--- config.mk ---
export PLATFORM = sky130hd
export DESIGN_NAME = siso_shift_ctrl
export DESIGN_NICKNAME = d
export VERILOG_FILES = /design/src/rtl/siso_shift_ctrl.sv
export SDC_FILE = /design/constraint.sdc
export NUM_CORES = 1
export LEC_CHECK = 0
export ABC_CLOCK_PERIOD_IN_PS = 2000
export CAP_MARGIN = 5
export CORE_UTILIZATION = 30
export DETAILED_ROUTE_END_ITERATION = 7
export GPL_ROUTABILITY_DRIVEN = 0
export PLACE_DENSITY_LB_ADDON = 0.05
export SETUP_SLACK_MARGIN = 0.4
export SKIP_CTS_REPAIR_TIMING = 1
export SLEW_MARGIN = 20
export SYNTH_ARGS = -nofsm -noshare
export SYNTH_HDL_FRONTEND = slang
export SYNTH_SLANG_ARGS = --single-unit
export TNS_END_PERCENT = 1
--- constraint.sdc ---
create_clock -name clk -period 2 [get_ports clk]
set_clock_uncertainty 0.1 [all_clocks]
set_input_delay 0.4 -clock clk [delete_from_list [all_inputs] [get_ports clk]]
set_output_delay 0.4 -clock clk [all_outputs]
set_load 0.01 [all_outputs]
--- src/rtl/siso_shift_ctrl.sv ---
// Loopback sequencer around a DEPTH-stage SISO shift register: serialises a parallel word and reassembles it.
// Optional feature: define PARITY_EN to append an even-parity bit and report parity_err.
module siso_shift_ctrl #(
   parameter int WIDTH     = 8,
   parameter int DEPTH     = 4,
   parameter int MSB_FIRST = 1
) (
   input  logic             clk,
   input  logic             rst,
   input  logic             tx_valid,
   output logic             tx_ready,
   input  logic [WIDTH-1:0] tx_data,
   output logic             sr_en,
   output logic             sr_din,
   input  logic             sr_dout,
   output logic             rx_valid,
   input  logic             rx_ready,
   output logic [WIDTH-1:0] rx_data,
   output logic             busy
`ifdef PARITY_EN
   ,
   output logic             parity_err
`endif
);

`ifdef PARITY_EN
   localparam int N = WIDTH + 1;
`else
   localparam int N = WIDTH;
`endif
   localparam int CW = $clog2(N + DEPTH + 1);

   typedef enum logic [1:0] {IDLE, RUN, FLUSH, DONE} state_t;

   state_t           state_q, state_d;
   logic [CW-1:0]    c_q, c_d;
   logic [N-1:0]     tx_sr_q, tx_sr_d;
   logic [N-1:0]     rx_sr_q, rx_sr_d;
   logic             tx_ready_q, tx_ready_d;
   logic [WIDTH-1:0] tx_ord;
   logic [WIDTH-1:0] rx_pay;
   logic [N-1:0]     frame;
   logic             capture;

   // Both shift registers always move toward the MSB; bit order is fixed up at the parallel boundary.
   always_comb begin
      tx_ord  = '0;
      rx_data = '0;
      for (int unsigned i = 0; i < WIDTH; i++) begin
         if (MSB_FIRST != 0) begin
            tx_ord[i]  = tx_data[i];
            rx_data[i] = rx_pay[i];
         end else begin
            tx_ord[i]  = tx_data[WIDTH-1-i];
            rx_data[i] = rx_pay[WIDTH-1-i];
         end
      end
   end

   assign rx_pay = rx_sr_q[N-1 -: WIDTH];

`ifdef PARITY_EN
   assign frame = {tx_ord, ^tx_data};
`else
   assign frame = tx_ord;
`endif

   always_comb begin
      state_d = state_q;
      c_d     = c_q;
      tx_sr_d = tx_sr_q;
      rx_sr_d = rx_sr_q;
      // The first DEPTH outputs of a frame are whatever the register held before; skip them.
      capture = ((state_q == RUN) || (state_q == FLUSH)) && (c_q >= CW'(DEPTH));
      if (capture) begin
         rx_sr_d = (rx_sr_q << 1) | N'(sr_dout);
      end
      case (state_q)
         IDLE: begin
            if (tx_valid && tx_ready_q) begin
               tx_sr_d = frame;
               c_d     = '0;
               state_d = RUN;
            end
         end
         RUN: begin
            tx_sr_d = tx_sr_q << 1;
            c_d     = c_q + CW'(1);
            if (c_q == CW'(N - 1)) begin
               state_d = FLUSH;
            end
         end
         FLUSH: begin
            c_d = c_q + CW'(1);
            if (c_q == CW'(N + DEPTH - 1)) begin
               state_d = DONE;
            end
         end
         DONE: begin
            if (rx_ready) begin
               state_d = IDLE;
            end
         end
         default: state_d = IDLE;
      endcase
      tx_ready_d = (state_d == IDLE);
   end

   always_ff @(posedge clk or negedge rst) begin
      if (!rst) begin
         state_q    <= IDLE;
         c_q        <= '0;
         tx_sr_q    <= '0;
         rx_sr_q    <= '0;
         tx_ready_q <= 1'b0;
      end else begin
         state_q    <= state_d;
         c_q        <= c_d;
         tx_sr_q    <= tx_sr_d;
         rx_sr_q    <= rx_sr_d;
         tx_ready_q <= tx_ready_d;
      end
   end

`ifdef PARITY_EN
   logic parity_err_q, parity_err_d;

   // Evaluated once on DONE entry over payload plus parity bit, held until DONE is left.
   always_comb begin
      parity_err_d = parity_err_q;
      if (state_d != DONE) begin
         parity_err_d = 1'b0;
      end else if (state_q == FLUSH) begin
         parity_err_d = ^rx_sr_d;
      end
   end

   always_ff @(posedge clk or negedge rst) begin
      if (!rst) begin
         parity_err_q <= 1'b0;
      end else begin
         parity_err_q <= parity_err_d;
      end
   end

   assign parity_err = parity_err_q;
`endif

   assign tx_ready = tx_ready_q;
   assign sr_en    = (state_q == RUN) || (state_q == FLUSH);
   assign sr_din   = (state_q == RUN) && tx_sr_q[N-1];
   assign rx_valid = (state_q == DONE);
   assign busy     = (state_q != IDLE);

endmodule

==> summary.txt, run 1 <==
Outcome
  • Status: complete, no violations

Global routing
  • Met3 Use GR: 0.0232
  • GR peak layer: met2
  • GR Overflow Total: 0
  • Vias in the first global route: 813
  • First-pass GRT wire length: 3.66 mm
  • Pin count of the biggest net entering global routing: 24
  • Global Route met2 Usage: 0.184
  • Met1 Use GR: 0.157
  • Antenna violations before repair: 0
  • GR Util All Layers: 0.117

Setup path
  • Critical Path Fanout Max: 3
  • CP arrival: around 1.2 ns
  • Crit Path Class: register to output pin
  • Crit-path slowest cell: dfrtp_2
  • Worst EP required: around 1.5 ns
  • CP endpoint kind: output pin
  • CP cell instances: buf_6, ha_4, and2_1, clkbuf_2
  • Crit start category: register
  • CP peak stage delay: approximately 0.44 ns

Power
  • Final Power: 2.24 mW
  • PwrDens: roughly 1400 mW/mm^2
  • Peak VDD IR: 0.000471 V
  • Static leakage: 0.751 nW

Timing
  • Pins Over Slew Limit: 0
  • Finish-stage setup viols: 0
  • Setup TNS: 0 ns
  • RSZ-0062 raised after global routing: true
  • Slew HR: 0.786
  • Final hold vios: 0
  • Final period util: 0.868
  • Least-Margin Pin Slew: 0.321 ns
  • Max Clk Rate: 576 MHz
  • Min Tclk post-route: between 1.5 and 2 ns

Clock tree
  • H-tree depth: 1
  • Clock sink count: 23
  • Clock Path Buffers: 2
  • Clock buffer count from CTS: 3
  • Clock latency on the worst-skew pair: 0.26 ns
  • Clk slew on worst S/H paths: approximately 0.08 ns
  • Root Driver: clkbuf_8
  • TritonCTS clock tree: done

Drt
  • Initial DRC Count: 12
  • Router iterations before antenna repair: 4
  • DR DRC count: 0
  • DR vias: roughly 850
  • DR WL/cell: 12.5 um
  • Routed Antenna Nets: 0
  • WL final: 2.25 mm
  • Via density: around 4.7

Cells and area
  • Multi-input logic area: 591 um^2
  • Share of post-route cells with drive strength above 1: 0.258
  • Ant diodes: 0
  • FF/Latch Area: 578 um^2
  • Final #Nets: around 150
  • Syn-to-layout area delta: 39.5%
  • Fill cells: about 360
  • Post-route cell area: 0.00161 mm^2
  • Finished Layout Cells: 180

Synth
  • Top_reg_cell synth: dfrtp_1
  • Post-synth EDFFs: 0
  • Distinct cells, synth: 28
  • FFs w/ async S/R, synth: 1.00
  • Syn_nets: 118
  • Seq cells post-synth: 23
  • Largest cells by area after synthesis: dfrtp_1, mux2_2, ha_1
  • Post-Synthesis Cells: 99
  • Synthesized cell area: 0.00115 mm^2
  • Top-count cell post-synth: dfrtp_1
  • Yosys warning count: 0
  • Register area share after synthesis: 0.500
  • Cell taking the most area after synthesis: dfrtp_1
  • Post-synth top cells: dfrtp_1, nand2_1, mux2_2
  • Post-synth top area share: 0.500
  • Avg Cell Area, Syn: approximately 12 um^2

Worst hold path
  • Worst hold path class: register to register

Floorplan
  • Io pins: 26
  • Die X: 63.9 um
  • Cell Rows: 22
  • Die H: around 64 um
  • Core area: 0.00366 mm^2
  • DIE AREA: 0.00409 mm^2
  • Initial core utilization: 0.314

Placed design
  • Post-DP HPWL: about 1.6 mm
  • Port bufs: 25
  • Dpl cells: about 180
  • Placed Instance Area: 0.00149 mm^2

Run
  • Max-Cap Viols: 0
==> sequential cells by signal, summed over array words and instances (netlist names) <==
signal / count
rx_data: 8
tx_sr_q: 8
c_q: 4
state_q: 2
tx_ready: 1
==> worst paths after layout <==
| check | start | to | slack (ns) | depth (start not counted) |
|---|---|---|---|---|
| max reg2reg | state_q[0] | tx_ready | 0.32 | 6 |
| min in group asynchronous | rst | tx_sr_q[4] | 0.40 | 2 |
| max | state_q[0] | sr_din | 0.26 | 4 |
| min reg2reg | tx_sr_q[7] | tx_sr_q[7] | 0.39 | 2 |
| max in group asynchronous | rst | state_q[0] | 1.16 | 2 |
| min | tx_sr_q[7] | tx_sr_q[7] | 0.39 | 2 |
==> per-layer routing <==
layer / wire length (um) / part of all wire
met1: 1100 / 0.49
met2: 1030 / 0.46
met3: 87 / 0.039
met4: 31 / 0.014
met5: 0 / 0
==> critical path: cells and delay by family, from the launching register on <==
family,cells,cell delay [ns]
adders and majority gates,1,0.16
buffers and inverters,2,0.25
DFF,1,0.44
and+or+nand+nor,1,0.13
==> power breakdown <==
| part | total (mW) | internal (mW) | switching (mW) | leakage [nW] |
|---|---|---|---|---|
| clock | 0.288 | 0.139 | 0.149 | 0.0255 |
| combinational | 1.14 | 0.621 | 0.516 | 0.432 |
| sequential | 0.814 | 0.660 | 0.154 | 0.294 |
| total | 2.24 | 1.42 | 0.819 | 0.751 |
==> layout by cell type, fill, tap and decap left out, drive strengths merged, types with 2 or more instances in the layout <==
cell	count
dfrtp	23
clkdlybuf4s50	20
o21ai	12
nand2	11
mux2	9
mux2i	8
buf	7
ha	6
nor3	4
dlymetal6s2s	4
clkbuf	4
inv	3
and2	2
nand3	2
nor2	2
a22o	2
==> layout make-up <==
type | instances | area share
clock buffers | 3 | 0.0257
clock inverters | 1 | 0.00312
inverters | 3 | 0.00701
multi-input cells | 70 | 0.368
flip-flops and latches | 23 | 0.360
well taps | 48 | 0.0374
repair buffers | 32 | 0.199
==> cells by family (layout without fill, tap and decap cells) <==
kind of cell,after synthesis,count (layout),share of synthesized area
AND/OR/NAND/NOR,26,26,0.114
flip-flops,23,23,0.500
adder cells (fa/ha/maj),6,6,0.0652
AO/OA/AOI/OAI,21,21,0.137
buffers and inverters,6,39,0.0228
multiplexers,17,17,0.161
==> metrics by stage <==
step	setup slack [ns]	hold WS (ns)	utilization
4_1_cts	-0.145	0.389	0.420
2_1_floorplan	0.374	0.00441	-
3_5_place_dp	0.156	0.369	0.407
6_report	0.264	0.386	0.438
3_3_place_gp	0.168	0.365	0.407
5_1_grt	0.176	0.415	0.438
Note: power is estimated with default switching activity, not from simulation.
==> inputs of run 2 (changes only) <==
--- a/config.mk
+++ b/config.mk
@@ -9,2 +9,3 @@
 export CAP_MARGIN = 5
+export CORE_MARGIN = 2
 export CORE_UTILIZATION = 30
@@ -15,3 +16,2 @@
 export SKIP_CTS_REPAIR_TIMING = 1
-export SLEW_MARGIN = 20
 export SYNTH_ARGS = -nofsm -noshare
==> constraint.sdc (replaced) <==
create_clock -name clk -period 2 [get_ports clk]
set_clock_uncertainty 0.1 [all_clocks]
set_input_delay 0.6 -clock clk [delete_from_list [all_inputs] [get_ports clk]]
set_output_delay 0.6 -clock clk [all_outputs]
set_load 0.01 [all_outputs]
==> run 2 against run 1 <==
- worst setup slack got worse by 0.16 ns
- sequential power fell by 3.3%
- fmax fell by 8.3%
- largest power group unchanged
- highest routed layer unchanged
==> summary.txt, run 2 (synthesis results as in run 1) <==
Outcome
  • Status: complete, no violations

Clock tree
  • Clock Path Buffers: 2
  • TritonCTS clock tree: done
  • H-tree depth: 1
  • Clock sink count: 23
  • Root Driver: clkbuf_8
  • Clock buffer count from CTS: 3
  • Clock latency on the worst-skew pair: 0.26 ns
  • Clk slew on worst S/H paths: 0.08 ns

Timing
  • Max Clk Rate: 528 MHz
  • Post-route setup slack: 0.108 ns
  • Least-Margin Pin Slew: 0.294 ns
  • Pins Over Slew Limit: 0
  • Final hold vios: 0
  • Final period util: 0.946
  • Slew HR: 0.803
  • Finish-stage setup viols: 0
  • RSZ-0062 raised after global routing: true
  • Min Tclk post-route: 1.89 ns

Drt
  • Router iterations before antenna repair: 4
  • DR DRC count: 0
  • WL final: 2.18 mm
  • DR WL/cell: 11.8 um
  • DR vias: 848
  • Via density: 4.58
  • Initial DRC Count: 44
  • Routed Antenna Nets: 0

Setup path
  • CP arrival: 1.19 ns
  • CP cell instances: buf_4, ha_4, and2_4, clkbuf_2
  • Worst R2R End: c_q[2]
  • Worst R2R Setup Slack: 0.29 ns
  • Crit path buffers/inverters: 2
  • Crit start category: register
  • CP peak stage delay: around 0.38 ns
  • Crit Path Class: register to output pin
  • Worst R2R Path Depth: 7
  • Family with the most delay on the worst path: flip-flops
  • Worst EP required: 1.30 ns
  • Critical Path Fanout Max: 4
  • Worst R2R Start: state_q[1]
  • CP endpoint kind: output pin
  • Crit-path slowest cell: dfrtp_1

Cells and area
  • FF/Latch Area: 576 um^2
  • Fill cells: 363
  • Syn-to-layout area delta: 38.8%
  • Commonest non-fill, non-tap cells in the layout: dfrtp_1, clkdlybuf4s50_1, buf_4
  • Final #Nets: between 150 and 200
  • Multi-input logic area: 567 um^2
  • Share of post-route cells with drive strength above 1: 0.263
  • Commonest non-fill, non-tap cell in the layout: dfrtp_1
  • Post-route cell area: about 0.0016 mm^2
  • Ant diodes: 0

Run
  • Max-Cap Viols: 0

Floorplan
  • Die H: 65.9 um
  • Initial core utilization: 0.312
  • Io pins: 26
  • Core area: 0.00369 mm^2
  • DIE AREA: 0.00435 mm^2
  • Cell Rows: 22
  • Die X: 65.9 um

Power
  • PwrDens: 1380 mW/mm^2
  • Comb pwr share: 0.514
  • Clk pwr share: 0.130
  • Sequential power share: 0.356
  • Total internal power: 1.41 mW
  • Switching power: 794 uW
  • Switching fraction of total power: 0.360
  • Peak VDD IR: 0.000552 V
  • Final Power: 2.21 mW
  • Static leakage: 0.768 nW

Global routing
  • GR Util All Layers: 0.113
  • GR Overflow Total: 0
  • Antenna violations before repair: 0
  • Vias in the first global route: approximately 800
  • Pin count of the biggest net entering global routing: 24
  • First-pass GRT wire length: roughly 3.8 mm

Placed design
  • Pre-CTS setup slack: -0.0162 ns
  • Post-DP HPWL: between 1.5 and 2 mm
  • Port bufs: 25
  • Placed Instance Area: 0.00154 mm^2

Worst hold path
  • Hold Startpoint: tx_sr_q[1]
  • Worst hold path class: register to register
  • Endpoint, Worst Hold: tx_sr_q[1]
  • Hold Path Depth: 2
[run 2: changes by cell type in the layout (fill, tap and decap cells not counted), moves of 2 or more]
cell,previous run,this run
dfrtp_1,21,23
buf_4,4,12
buf_6,3,0
dfrtp_2,2,0
[run 2: cell type report]
| cell class | count | share of cell area |
|---|---|---|
| clock inverter | 1 | 0.00313 |
| clock buffer | 3 | 0.0258 |
| timing repair buffer | 37 | 0.211 |
| inverter | 3 | 0.00705 |
| sequential | 23 | 0.360 |
| multi-input combinational | 70 | 0.355 |
| tap | 48 | 0.0376 |
[run 2: worst min-delay path: cells and delay by family (launching register included)]
| kind | cells | cell delay, ns |
|---|---|---|
| flops | 1 | 0.35 |
| simple gates | 1 | 0.04 |
| compound gates | 1 | 0.06 |
[run 2: per-layer routing]
layer,wire [um],track usage,up-vias
met2,949,0.168,18
met4,23,0.0459,0
met5,0,0,-
met1,1100,0.162,394
li1,-,-,434
met3,107,0.0187,2
[run 2: power by group through the flow]
stage	Clock (mW)	Combinational, mW	Sequential, mW
floorplan	0	0.710	0.809
global placement	0	1.14	0.805
detailed placement	0	1.15	0.808
CTS	0.304	1.16	0.799
global route	0.323	1.25	0.818
finish	0.287	1.13	0.787
[run 2: worst max path at each step]
stage / end / slack [ns] / from / cells past startpoint
2_1_floorplan: sr_din / 0.37 / state_q[1] / 4
3_3_place_gp: tx_ready / 0.009 / tx_valid / 5
3_5_place_dp: tx_sr_q[3] / -0.02 / tx_valid / 6
4_1_cts: sr_en / -0.28 / state_q[1] / 3
5_1_grt: busy / 0.06 / state_q[1] / 4
6_report: sr_din / 0.11 / state_q[0] / 4
[run 2: stage by stage]
| stage | hold slack, ns | setup TNS, ns | cells | util |
|---|---|---|---|---|
| after floorplan | 0.204 | 0 | 99 | - |
| after global placement | 0.365 | 0 | 179 | 0.417 |
| after detailed placement | 0.377 | -0.0205 | 179 | 0.417 |
| after CTS | 0.397 | -0.942 | 183 | 0.430 |
| after global routing | 0.426 | 0 | 185 | 0.433 |
| final | 0.386 | 0 | 185 | 0.433 |
==> inputs of run 3 (changes only) <==
Settings changed: CORE_MARGIN 2 to 1, CTS_CLUSTER_DIAMETER from default to 30, SKIP_CTS_REPAIR_TIMING 1 to default.
==> run 3 against run 2 <==
- clock power is essentially flat
- via count grew 1.5%
- global-route usage grew 1.1 points
- fmax grew 0.46%
- sequential power grew 1%
- non-clock buffer count is the same
- largest cell class is now multi-input combinational cells
- critical path depth is the same
- hold slack lost 0.0042 ns
- wire length grew 2.1%
- sequential cell count is the same
==> summary.txt, run 3 (synthesis results as in run 1) <==
Outcome
  • Status: complete, no violations

Drt
  • Routed Antenna Nets: 0
  • DR vias: 861
  • Router iterations before antenna repair: 4
  • WL final: 2.23 mm
  • Via density: 4.65
  • DR DRC count: 0
  • DR WL/cell: 12.0 um
  • Initial DRC Count: 27

Power
  • Static leakage: around 0.75 nW
  • Switching power: 806 uW
  • Clk pwr share: 0.129
  • PwrDens: 1400 mW/mm^2
  • Total internal power: 1.44 mW
  • Sequential power share: 0.355
  • Peak VDD IR: ~0.0006 V
  • Switching fraction of total power: 0.360
  • Comb pwr share: 0.515

Cells and area
  • Ant diodes: 0
  • Syn-to-layout area delta: 39.1%
  • Commonest non-fill, non-tap cells in the layout: dfrtp_1, clkdlybuf4s50_1, nand2_1, buf_4, mux2_2
  • Finished Layout Cells: roughly 190
  • Commonest non-fill, non-tap cell in the layout: dfrtp_1
  • Final #Nets: roughly 160
  • Share of post-route cells with drive strength above 1: 0.285
  • Fill cells: 349
  • Final core occ: 0.437

Timing
  • RSZ-0062 raised after global routing: true
  • Min Tclk post-route: 1.88 ns
  • Pins Over Slew Limit: 0
  • Worst Hold Slack: 0.382 ns
  • Post-route setup slack: 0.116 ns
  • Slew HR: 0.799
  • Final hold vios: 0
  • Final period util: 0.942
  • Setup TNS: 0 ns
  • Least-Margin Pin Slew: 0.302 ns
  • Max Clk Rate: approximately 530 MHz
  • Finish-stage setup viols: 0

Floorplan
  • Cell Rows: 22
  • Die H: about 64 um
  • Die X: 63.9 um
  • Initial core utilization: 0.314
  • Core area: 0.00366 mm^2
  • Io pins: 26
  • DIE AREA: between 0.004 and 0.005 mm^2

Clock tree
  • Clock Path Buffers: 2
  • Clock sink count: 23
  • TritonCTS clock tree: done
  • Clock buffer count from CTS: 3
  • Clock latency on the worst-skew pair: approximately 0.26 ns
  • Clk slew on worst S/H paths: about 0.080 ns
  • Hold_buf cts: 0
  • Root Driver: clkbuf_8
  • H-tree depth: 1

Setup path
  • Crit path buffers/inverters: 2
  • CP arrival: 1.18 ns
  • Family with the most delay on the worst path: flip-flops
  • Crit Path Class: register to output pin
  • Worst R2R Path Depth: 7
  • Crit-path slowest cell: dfrtp_1
  • Critical Path Fanout Max: 3
  • Crit start category: register
  • CP most frequent cell: buf_6
  • Worst R2R Setup Slack: 0.30 ns
  • Crit path depth: 4
  • CP endpoint kind: output pin
  • Worst R2R End: tx_ready
  • CP cell instances: buf_6, ha_4, and2_4, buf_6
  • Worst setup path startpoint: state_q[0]
  • CP peak stage delay: approximately 0.40 ns
  • Critical path endpoint: sr_din
  • Worst EP required: 1.30 ns
  • Worst R2R Start: state_q[0]

Global routing
  • GR Overflow Total: 0
  • GR Util All Layers: 0.124
  • Vias in the first global route: 878
  • Pin count of the biggest net entering global routing: 24
  • Antenna violations before repair: 0
  • First-pass GRT wire length: 3.88 mm

Run
  • Max-Cap Viols: 0

Placed design
  • Pre-CTS setup slack: 0.0130 ns
  • Dpl cells: 179
  • Port bufs: 25
  • Post-DP HPWL: 1.65 mm

Worst hold path
  • Worst hold path class: register to register
-- run 3: worst min path at each step --
stage / start / to / slack, ns / cells past startpoint
3_3_place_gp: tx_sr_q[2] / tx_sr_q[2] / 0.36 / 2
5_1_grt: tx_sr_q[2] / tx_sr_q[2] / 0.41 / 2
6_report: tx_sr_q[1] / tx_sr_q[1] / 0.38 / 2
2_1_floorplan: rst / c_q[0] / 0.20 / 0
4_1_cts: tx_sr_q[1] / tx_sr_q[1] / 0.39 / 2
3_5_place_dp: tx_sr_q[1] / tx_sr_q[1] / 0.37 / 2
-- run 3: per-layer routing --
layer | part of all wire | GRT usage | wire length, um | vias up
met2 | 0.45 | 0.201 | 1010 | 22
met4 | 0.011 | 0.0426 | 25 | 0
li1 | - | - | - | 434
met1 | 0.48 | 0.164 | 1080 | 403
met3 | 0.049 | 0.0250 | 110 | 2
met5 | 0 | 0 | 0 | -
-- run 3: final cells by class --
| cell class | instances | area, um^2 | area share |
|---|---|---|---|
| Clock buffer | 3 | 41.3 | 0.0258 |
| Clock inverter | 1 | 5.00 | 0.00312 |
| Inverter | 3 | 11.3 | 0.00703 |
| Multi-Input combinational cell | 70 | 577 | 0.360 |
| Sequential cell | 23 | 576 | 0.359 |
| Tap cell | 48 | 60.1 | 0.0375 |
| Timing Repair Buffer | 37 | 332 | 0.207 |
-- run 3: per-stage QoR --
step	total power [mW]	area (um^2)
6_report	2.24	1600
5_1_grt	2.45	1600
4_1_cts	2.29	1600
3_5_place_dp	1.96	1540
3_3_place_gp	1.95	1540
2_1_floorplan	1.52	1170
-- run 3: tightest hold or removal path, stage by stage, from the launching register on --
cell and delay, ns:
dfrtp_1 0.35, nand2_1 0.04, o21ai_0 0.06
-- run 3: repair_timing --
action / 4_1_cts / 5_1_grt
gates resized for setup: 21 / 1
setup endpoints to repair: 34 / 36
gates cloned: 0 / 0
pin swaps: 2 / 0
buffers inserted: 2 / 0
-- run 3: power by group through the flow --
stage	logic [mW]	clock network (mW)	registers, mW
floorplan	0.710	0	0.809
global placement	1.14	0	0.810
global route	1.31	0.317	0.828
CTS	1.18	0.306	0.800
finish	1.15	0.290	0.796
detailed placement	1.15	0	0.815
